### config.mk
export PLATFORM = sky130hd
export DESIGN_NAME = pool_window_gen_flat
export DESIGN_NICKNAME = d
export VERILOG_FILES = /design/src/rtl/pool_pkg.sv /design/src/rtl/pool_window_gen_if.sv /design/src/rtl/pool_line_buf.sv /design/src/rtl/pool_window_gen.sv /design/src/flat_wrapper.sv
export SDC_FILE = /design/constraint.sdc
export NUM_CORES = 1
export LEC_CHECK = 0
export ABC_AREA = 1
export ABC_CLOCK_PERIOD_IN_PS = 2800
export BUFFER_PORTS_ARGS = -buffer_cell sky130_fd_sc_hd__buf_4
export CAP_MARGIN = 20
export CORE_MARGIN = 5
export CORE_UTILIZATION = 59
export CTS_CLUSTER_DIAMETER = 50
export DETAILED_ROUTE_END_ITERATION = 7
export GPL_TIMING_DRIVEN = 0
export PLACE_DENSITY = 0.91
export SYNTH_ARGS = -nofsm -noshare
export SYNTH_HDL_FRONTEND = slang
export SYNTH_HIERARCHICAL = 1
export SYNTH_SLANG_ARGS = --single-unit
### constraint.sdc
create_clock -name clk -period 2.8 [get_ports clk]
set_input_delay 0.56 -clock clk [delete_from_list [all_inputs] [get_ports clk]]
set_output_delay 0.56 -clock clk [all_outputs]
set_load 0.05 [all_outputs]
### src/rtl/pool_pkg.sv
// Shared types and default geometry for the 2x2 max-pooling path
// (window generator and pooling stage).
package pool_pkg;

  localparam int POOL_DATA_W = 8;
  localparam int POOL_IMG_W  = 8;
  localparam int POOL_IMG_H  = 8;

  typedef logic signed [POOL_DATA_W-1:0] pixel_t;

  // a=top-left, b=top-right, c=bottom-left, d=bottom-right
  typedef struct packed {
    pixel_t a;
    pixel_t b;
    pixel_t c;
    pixel_t d;
  } pool_win_t;

endpackage

### src/rtl/pool_window_gen_if.sv
// Pixel stream in / 2x2 window out bundle for pool_window_gen.
interface pool_window_gen_if import pool_pkg::*; #(
  parameter int DATA_W = POOL_DATA_W
);

  // Handshake: pix_valid qualifies pix_in and pix_sof; there is no ready,
  // so the generator takes every valid pixel. win_en qualifies win_a..win_d
  // for exactly one cycle and the sink has no way to stall it.
  logic signed [DATA_W-1:0] pix_in;
  logic                     pix_valid;
  logic                     pix_sof;
  logic signed [DATA_W-1:0] win_a;
  logic signed [DATA_W-1:0] win_b;
  logic signed [DATA_W-1:0] win_c;
  logic signed [DATA_W-1:0] win_d;
  logic                     win_en;
  logic                     frame_done;
  logic                     sync_err;

  modport master (
    output pix_in, pix_valid, pix_sof,
    input  win_a, win_b, win_c, win_d, win_en, frame_done, sync_err
  );

  modport slave (
    input  pix_in, pix_valid, pix_sof,
    output win_a, win_b, win_c, win_d, win_en, frame_done, sync_err
  );

endinterface

### src/rtl/pool_line_buf.sv
// Single-row pixel buffer: synchronous write, combinational read, one shared
// column address.
module pool_line_buf #(
  parameter int DEPTH = 8,
  parameter int WIDTH = 8,
  parameter int AW    = $clog2(DEPTH)
) (
  input  logic             clk,
  input  logic             we,
  input  logic [AW-1:0]    addr,
  input  logic [WIDTH-1:0] wdata,
  output logic [WIDTH-1:0] rdata
);

  logic [WIDTH-1:0] mem [DEPTH];

  always_ff @(posedge clk) begin
    if (we) begin
      mem[addr] <= wdata;
    end
  end

  assign rdata = mem[addr];

endmodule

### src/rtl/pool_window_gen.sv
// Turns a raster pixel stream into non-overlapping 2x2 windows for the
// max-pooling stage, buffering the even row of each row pair.
module pool_window_gen import pool_pkg::*; #(
  parameter int DATA_W = POOL_DATA_W,
  parameter int IMG_W  = POOL_IMG_W,
  parameter int IMG_H  = POOL_IMG_H
) (
  input logic               clk,
  input logic               rst,
  pool_window_gen_if.slave  bus
);

  localparam int CW = $clog2(IMG_W);
  localparam int RW = $clog2(IMG_H);
  localparam logic [CW-1:0] COL_LAST = CW'(IMG_W - 1);
  localparam logic [RW-1:0] ROW_LAST = RW'(IMG_H - 1);

  logic [CW-1:0] col, eff_col, col_nxt;
  logic [RW-1:0] row, eff_row, row_nxt;
  logic          sof_take, at_origin, odd_row, odd_col, buf_we;

  logic [DATA_W-1:0]        buf_rd;
  logic signed [DATA_W-1:0] hold, top_hold;
  logic signed [DATA_W-1:0] win_a, win_b, win_c, win_d;
  logic                     win_en, frame_done, sync_err;

  // A start-of-frame pixel is always placed at (0,0), whatever the counters say.
  always_comb begin
    sof_take  = bus.pix_valid && bus.pix_sof;
    at_origin = (col == '0) && (row == '0);
    eff_col   = sof_take ? '0 : col;
    eff_row   = sof_take ? '0 : row;
    odd_row   = eff_row[0];
    odd_col   = eff_col[0];
    buf_we    = bus.pix_valid && !odd_row;
    col_nxt   = (eff_col == COL_LAST) ? '0 : eff_col + CW'(1);
    row_nxt   = eff_row;
    if (eff_col == COL_LAST) begin
      row_nxt = (eff_row == ROW_LAST) ? '0 : eff_row + RW'(1);
    end
  end

  pool_line_buf #(
    .DEPTH (IMG_W),
    .WIDTH (DATA_W)
  ) u_line_buf (
    .clk   (clk),
    .we    (buf_we),
    .addr  (eff_col),
    .wdata (bus.pix_in),
    .rdata (buf_rd)
  );

  // On the even column of an odd row, capture both left-hand pixels so the
  // odd column needs only one line-buffer read.
  always_ff @(posedge clk) begin
    if (bus.pix_valid && odd_row && !odd_col) begin
      hold     <= bus.pix_in;
      top_hold <= buf_rd;
    end
  end

  always_ff @(posedge clk) begin
    if (rst) begin
      col        <= '0;
      row        <= '0;
      win_a      <= '0;
      win_b      <= '0;
      win_c      <= '0;
      win_d      <= '0;
      win_en     <= 1'b0;
      frame_done <= 1'b0;
      sync_err   <= 1'b0;
    end else begin
      win_en     <= 1'b0;
      frame_done <= 1'b0;
      sync_err   <= 1'b0;
      if (bus.pix_valid) begin
        col      <= col_nxt;
        row      <= row_nxt;
        sync_err <= sof_take && !at_origin;
        if (odd_row && odd_col) begin
          win_a      <= top_hold;
          win_b      <= buf_rd;
          win_c      <= hold;
          win_d      <= bus.pix_in;
          win_en     <= 1'b1;
          frame_done <= (eff_row == ROW_LAST) && (eff_col == COL_LAST);
        end
      end
    end
  end

  assign bus.win_a      = win_a;
  assign bus.win_b      = win_b;
  assign bus.win_c      = win_c;
  assign bus.win_d      = win_d;
  assign bus.win_en     = win_en;
  assign bus.frame_done = frame_done;
  assign bus.sync_err   = sync_err;

endmodule

### src/flat_wrapper.sv
// flat-port wrapper written by rule: the top's interface ports become plain ports
module pool_window_gen_flat import pool_pkg::*;
#(
  parameter int DATA_W = POOL_DATA_W,
  parameter int IMG_W  = POOL_IMG_W,
  parameter int IMG_H  = POOL_IMG_H
)
  (clk, rst, bus_pix_in, bus_pix_valid, bus_pix_sof, bus_win_a, bus_win_b, bus_win_c, bus_win_d, bus_win_en, bus_frame_done, bus_sync_err);
  pool_window_gen_if #(.DATA_W(DATA_W)) bus_i ();
  input logic clk;
  input logic rst;
  input wire logic [$bits(bus_i.pix_in)-1:0] bus_pix_in;
  input wire logic [$bits(bus_i.pix_valid)-1:0] bus_pix_valid;
  input wire logic [$bits(bus_i.pix_sof)-1:0] bus_pix_sof;
  output wire logic [$bits(bus_i.win_a)-1:0] bus_win_a;
  output wire logic [$bits(bus_i.win_b)-1:0] bus_win_b;
  output wire logic [$bits(bus_i.win_c)-1:0] bus_win_c;
  output wire logic [$bits(bus_i.win_d)-1:0] bus_win_d;
  output wire logic [$bits(bus_i.win_en)-1:0] bus_win_en;
  output wire logic [$bits(bus_i.frame_done)-1:0] bus_frame_done;
  output wire logic [$bits(bus_i.sync_err)-1:0] bus_sync_err;
  assign bus_i.pix_in = bus_pix_in;
  assign bus_i.pix_valid = bus_pix_valid;
  assign bus_i.pix_sof = bus_pix_sof;
  assign bus_win_a = bus_i.win_a;
  assign bus_win_b = bus_i.win_b;
  assign bus_win_c = bus_i.win_c;
  assign bus_win_d = bus_i.win_d;
  assign bus_win_en = bus_i.win_en;
  assign bus_frame_done = bus_i.frame_done;
  assign bus_sync_err = bus_i.sync_err;
  pool_window_gen #(.DATA_W(DATA_W), .IMG_W(IMG_W), .IMG_H(IMG_H)) u_core (.clk(clk), .rst(rst), .bus(bus_i));
endmodule
==> results of run 1 <==
[through the flow]
stage	cell area, um^2	TNS, ns	std cells	setup WS (ns)
floorplan	5020	0	558	0.314
global placement	5490	-2.65	708	-0.137
detailed placement	5500	-1.86	709	-0.121
CTS	6050	0	741	0.271
global route	6060	0	742	0.132
finish	6060	0	742	0.265
[cell families after synthesis]
family | count (synthesis) | share of synthesized area, %
AO/OA/AOI/OAI | 6 | 0.598
adder cells (fa/ha/maj) | 4 | 0.997
buffers and inverters | 103 | 8.93
flip-flops | 121 | 64.2
AND/OR/NAND/NOR | 324 | 25.3
[routing by layer]
metal / wire length (um) / up-vias
met3: 806 / 19
met2: 5530 / 197
li1: - / 1843
met1: 4550 / 1761
met5: 0 / -
met4: 224 / 0
[cell usage in the layout (no fill, tap or decap), types with 4 or more instances in the layout]
master and count:
buf_2 6, dfxtp_1 41, clkbuf_16 17, buf_6 4
ha_1 4, inv_2 4, buf_4 53, clkbuf_1 4
nor3_1 4, nand2_1 215, clkinv_4 5, inv_1 78
nor2_1 84, nand3_1 16, edfxtp_1 80
[state kept, by name, summed over array words and instances, names as in the netlist]
register	flops
u_core/bus.win_d	8
u_core/col	3
u_core/bus.win_c	8
u_core/bus.win_a	8
u_core/hold	8
u_core/bus.sync_err	1
u_core/top_hold	8
u_core/row	3
u_core/bus.win_en	1
u_core/bus.win_b	8
u_core/bus.frame_done	1
u_core/u_line_buf/mem	64
[how the worst min path moves through the flow]
stage                            start               endpoint  depth (start not counted)
floorplan           u_core/top_hold[7]    u_core/bus.win_a[7]                          2
global placement    u_core/top_hold[7]    u_core/bus.win_a[7]                          2
detailed placement      u_core/hold[4]    u_core/bus.win_c[4]                          2
CTS                                rst  u_core/bus.frame_done                          2
global route                       rst          u_core/row[1]                          2
finish                             rst  u_core/bus.frame_done                          2
[power groups by stage]
stage | Clock (uW) | Sequential [uW] | Combinational [uW]
5_1_grt | 2050 | 1940 | 248
2_1_floorplan | 0 | 1980 | 132
3_3_place_gp | 0 | 1980 | 207
6_report | 1950 | 1940 | 226
4_1_cts | 1970 | 1940 | 218
3_5_place_dp | 0 | 1980 | 214
[final cells by class]
| cell class | instances | area [um^2] |
|---|---|---|
| sequential | 121 | 3220 |
| fill | 529 | 2200 |
| timing repair buffer | 47 | 354 |
| multi-input combinational | 334 | 1350 |
| buffer | 19 | 130 |
| inverter | 84 | 318 |
| clock buffer | 20 | 457 |
| tap | 105 | 131 |
| clock inverter | 12 | 90.1 |
[worst register-to-register path, stage by stage (launching register included)]
cell and delay (ns):
dfxtp_1 0.43, inv_1 0.07, nor2_1 0.20, buf_4 0.22, buf_2 0.23, nand2_1 0.16, nor3_1 0.84
==> summary.md, run 1 <==
| Metric | Value |
|---|---|
| Final Power | `4120 uW` |
| Slew Viols, Final | `0` |
| Reg2reg end | `u_core/u_line_buf/mem[1][0]` |
| Post-Syn Area | `5020 um^2` |
| Worst Path Buf+Inv | `3` |
| Switching share of power | `23.1%` |
| Fmax | `0.395 GHz` |
| Cells after Synth | `558` |
| Cells along the critical path | `inv_1, nor2_1, buf_4, buf_2, nand2_1, nor3_1` |
| Final wirelength | `11100 um` |
| Top_reg_cell synth | `edfxtp_1` |
| Worst Path Required | `2.92 ns` |
| Largest net degree at the start of global routing | `17` |
| Max clock buf depth | `2` |
| Number of global-route vias before repair | `3636` |
| # Post-CTS Setup Buffers | `0` |
| Final Hold Fails | `0` |
| CTS Sinks | `121` |
| Routed Antenna Nets | `0` |
| GPL Wtd Cong | `0.906` |
| Synthesis Warnings | `6` |
| Port bufs | `45` |
| GR Util met3 | `5.39%` |
| Max VDD drop | `0.000403 V` |
| Crit Path Category | `register to register` |
| Leak | `0.00294 uW` |
| Final Skew | `0.0111 ns` |
| Critical-path top delay cell | `nor3_1` |
| Via count | `3820` |
| Worst-Margin Slew | `1.06 ns` |
| Vias per cell | `5.15` |
| CP arrival | `2.66 ns` |
| Setup crit end kind | `register` |
| H-tree Lvls | `4` |
| Reg2Reg Setup Slack | `0.27 ns` |
| Post-synth EDFFs | `80` |
| Fraction of synthesized cell area taken by the top area cell type | `47.9%` |
| Die area | `10500 um^2` |
| # diodes | `0` |
| Status | `finished clean` |
| Seq/Total Area, Yosys | `64.2%` |
| Met1 usage in global routing | `27.9%` |
| Relative slew margins | `28.7%` |
| DP HPWL | `7070 um` |
| Largest cells by area after synthesis | `edfxtp_1, dfxtp_1, nand2_1` |
| IO Count | `47` |
| Core area | `8260 um^2` |
| Internal Dissipation | `3170 uW` |
| Crit path time final | `2.53 ns` |
| Setup crit end | `u_core/u_line_buf/mem[1][0]` |
| Clock power frac | `47.3%` |
| Grt ovf | `0` |
| Min Hold Slack | `0.266 ns` |
| Cts hold-fix bufs | `0` |
| Syn avg cell area | `8.99 um^2` |
| Global-route wire length before repair | `17400 um` |
| CTS Buf Count | `17` |
| Count leader, synth | `nand2_1` |
| Unique masters post-synth | `21` |
| CP top delay family | `simple AND/OR/NAND/NOR gates` |
| Synth area leader | `edfxtp_1` |
| Die Ht | `102 um` |
| # resized after CTS | `0` |
| Asr flop ratio synth | `0%` |
| CTS tree | `yes` |
| Final nets | `640` |
| Max-cap check violation count | `0` |
| Final Setup Violations | `0` |
| Fin util | `73.3%` |
| Fraction of the cycle the final worst path needs | `90.5%` |
| Sw power | `952 uW` |
| DR iter-0 viols | `391` |
| Ratio of cells with drive above 1 in the final layout | `16.3%` |
| Max incr delay on CP | `0.84 ns` |
| Number of synthesized register bits | `121` |
| Initial antenna violation count | `0` |
| CP max FO | `10` |
| Met2 usage in global routing | `37.0%` |
| CP Launch Type | `register` |
| WL/cell | `15.0 um` |
| Crit. Startpoint | `u_core/col[0]` |
| Cell Pwr Density | `680 nW/um^2` |
| Die X | `102 um` |
| Flop pwr share | `47.2%` |
| Reg2Reg Launch Point | `u_core/col[0]` |
| Unrepaired setup endpoints after global routing | `false` |
| DRC violations left | `0` |
| Logic pwr share | `5.5%` |
| Worst-skew pair later-pin latency | `0.51 ns` |
| Gr busiest metal | `met2` |
| Gr usage total | `22.3%` |
| Site Rows | `33` |
| CP Depth | `6` |
| Reg2reg path depth | `6` |
| Worst min path class | `input pin to register` |
| Post-synth top cells | `nand2_1, nor2_1, edfxtp_1` |
| Worst-path clk slew | `0.06 ns` |
| Synth-to-Final Area Change | `20.7%` |
| Synth Net Count | `574` |
| Root buffer cell | `clkbuf_8` |
| Initial Utilization | `60.8%` |
| Router iterations before antenna repair | `6` |
Power figures use the tool's default switching activity.
==> inputs of run 2 (changes only) <==
ABC_CLOCK_PERIOD_IN_PS = 2900   (was 2800)
CORE_UTILIZATION = 47   (was 59)
PLACE_DENSITY = 0.78   (was 0.91)
clock period = 2.9 ns   (was 2.8 ns; I/O delays follow)
==> run 2 against run 1 <==
Clock skew decreased by 0.0065 ns. First-iteration DRC count is 2.8% lower. Register-to-register slack improved by 0.24 ns. Combinational power down 4%. Critical path depth up 2. Sequential power is 3% lower. Hold slack better by 0.013 ns. Worst setup slack gained 0.17 ns. Utilization decreased by 14 points. Critical path type is now input pin to register. Critical endpoint is now u_core/u_line_buf/mem[5][4].
==> summary.md, run 2 (synthesis gave the netlist of run 1 again) <==
| Metric | Value |
|---|---|
| CTS Buf Count | `17` |
| Worst Path Required | `3.04 ns` |
| Ratio of cells with drive above 1 in the final layout | `16.5%` |
| Worst-path clk slew | `0.06 ns` |
| Number of global-route vias before repair | `3655` |
| Reg with most FFs | `u_core/u_line_buf/mem` |
| Die area | `12800 um^2` |
| Router iterations before antenna repair | `5` |
| Largest register FFs | `64` |
| Final nets | `640` |
| Worst-skew pair later-pin latency | `0.51 ns` |
| Routed Antenna Nets | `0` |
| Final Skew | `0.00463 ns` |
| Max Used Layer | `met4` |
| Metal1 wirelength | `4700 um` |
| Leak | `0.00299 uW` |
| Post-Layout Inst Area | `6200 um^2` |
| Placed cells | `740` |
| Most common cell after layout, fill and taps aside | `nand2_1` |
| Grt ovf | `0` |
| Final Setup Violations | `0` |
| Reg2Reg Launch Point | `u_core/col[2]` |
| Max incr delay on CP | `0.61 ns` |
| CP Launch Type | `input pin` |
| Root buffer cell | `clkbuf_8` |
| # diodes | `0` |
| Min-Delay Startpoint | `rst` |
| H-tree Lvls | `4` |
| CP arrival | `2.60 ns` |
| Cells along the critical path | `buf_4, nand2_1, inv_1, nor2_1, inv_2, nor2_4, inv_2, nor2_1` |
| Port bufs | `45` |
| Most frequent cells in the layout | `nand2_1, nor2_1, edfxtp_1, inv_1, buf_4` |
| Fraction of the cycle the final worst path needs | `85.0%` |
| Placed Area | `5540 um^2` |
| Initial Utilization | `48.4%` |
| Final Power | `4310 uW` |
| IO Count | `47` |
| # resized after CTS | `0` |
| Via count | `3697` |
| Setup TNS | `0 ns` |
| DRC violations left | `0` |
| Worst-Margin Slew | `1.12 ns` |
| Slew Viols, Final | `0` |
| Vias per cell | `4.78` |
| Max VDD drop | `0.000436 V` |
| Critical-path top delay cell | `nor2_1` |
| Unrepaired setup endpoints after global routing | `false` |
| Core area | `10400 um^2` |
| CTS tree | `yes` |
| Met3 Wirelength | `687 um` |
| Relative slew margins | `24.4%` |
| CP max FO | `10` |
| Global-route wire length before repair | `17600 um` |
| Setup crit end kind | `register` |
| Cell Pwr Density | `695 nW/um^2` |
| Reg2reg end | `u_core/u_line_buf/mem[5][4]` |
| CTS Sinks | `121` |
| Reg2reg path depth | `6` |
| Largest net degree at the start of global routing | `17` |
| DP HPWL | `7400 um` |
| Layout Cells excl Fill | `773` |
| Site Rows | `37` |
| Crit Path Category | `input pin to register` |
| # Post-CTS Setup Buffers | `0` |
| Status | `finished clean` |
| Crit path time final | `2.46 ns` |
| Cts hold-fix bufs | `0` |
| Final wirelength | `10900 um` |
| DR iter-0 viols | `380` |
| Gr usage total | `17.9%` |
| Fmax | `0.406 GHz` |
| Synth-to-Final Area Change | `23.6%` |
| Die Ht | `113 um` |
| Hold Crit Endpoint | `u_core/bus.frame_done` |
| Initial antenna violation count | `0` |
| Worst min path class | `input pin to register` |
| DR WL met2 | `5340 um` |
| Max-cap check violation count | `0` |
| GPL Wtd Cong | `0.875` |
| WL/cell | `14.1 um` |
| Die X | `113 um` |
| Max clock buf depth | `2` |
| Reg2Reg Setup Slack | `0.51 ns` |
| Hold depth | `2` |
| Final Hold Fails | `0` |
run 2: power breakdown:
part	switching [uW]	internal, uW
registers	7.92	1870
clock network	757	1460
logic	159	59.2
run 2: final cells by class:
| class | instances | area, um^2 |
|---|---|---|
| tap | 136 | 170 |
| clock buffer | 22 | 528 |
| inverter | 84 | 318 |
| clock inverter | 10 | 123 |
| buffer | 19 | 130 |
| fill | 843 | 4170 |
| sequential | 121 | 3220 |
| multi-input combinational | 334 | 1350 |
| timing repair buffer | 47 | 357 |
run 2: layer usage:
metal / track usage [%] / vias up
met5: 0 / -
met1: 22.0 / 1698
li1: - / 1843
met2: 30.1 / 134
met4: 6.97 / 0
met3: 4.65 / 22
run 2: worst max-delay path, delay by kind of cell:
| family | cells | cell delay (ns) |
|---|---|---|
| buffers and inverters | 4 | 0.54 |
| AND/OR/NAND/NOR | 4 | 1.47 |
run 2: how the worst max path moves through the flow:
stage / start / to / cells after the start
2_1_floorplan: bus_pix_valid / u_core/u_line_buf/mem[1][0] / 8
3_3_place_gp: bus_pix_valid / u_core/hold[5] / 4
3_5_place_dp: bus_pix_valid / u_core/u_line_buf/mem[1][1] / 8
4_1_cts: u_core/col[0] / u_core/u_line_buf/mem[1][6] / 6
5_1_grt: bus_pix_valid / u_core/u_line_buf/mem[4][6] / 8
6_report: bus_pix_valid / u_core/u_line_buf/mem[5][4] / 8
run 2: metrics by stage:
step / worst slack, ns / util (%) / hold WS (ns)
after floorplan: 0.394 / - / 0.447
after global placement: -0.145 / 53.3 / 0.455
after detailed placement: -0.112 / 53.5 / 0.460
after CTS: 0.299 / 59.7 / 0.257
after global routing: 0.337 / 59.8 / 0.271
final: 0.436 / 59.8 / 0.279
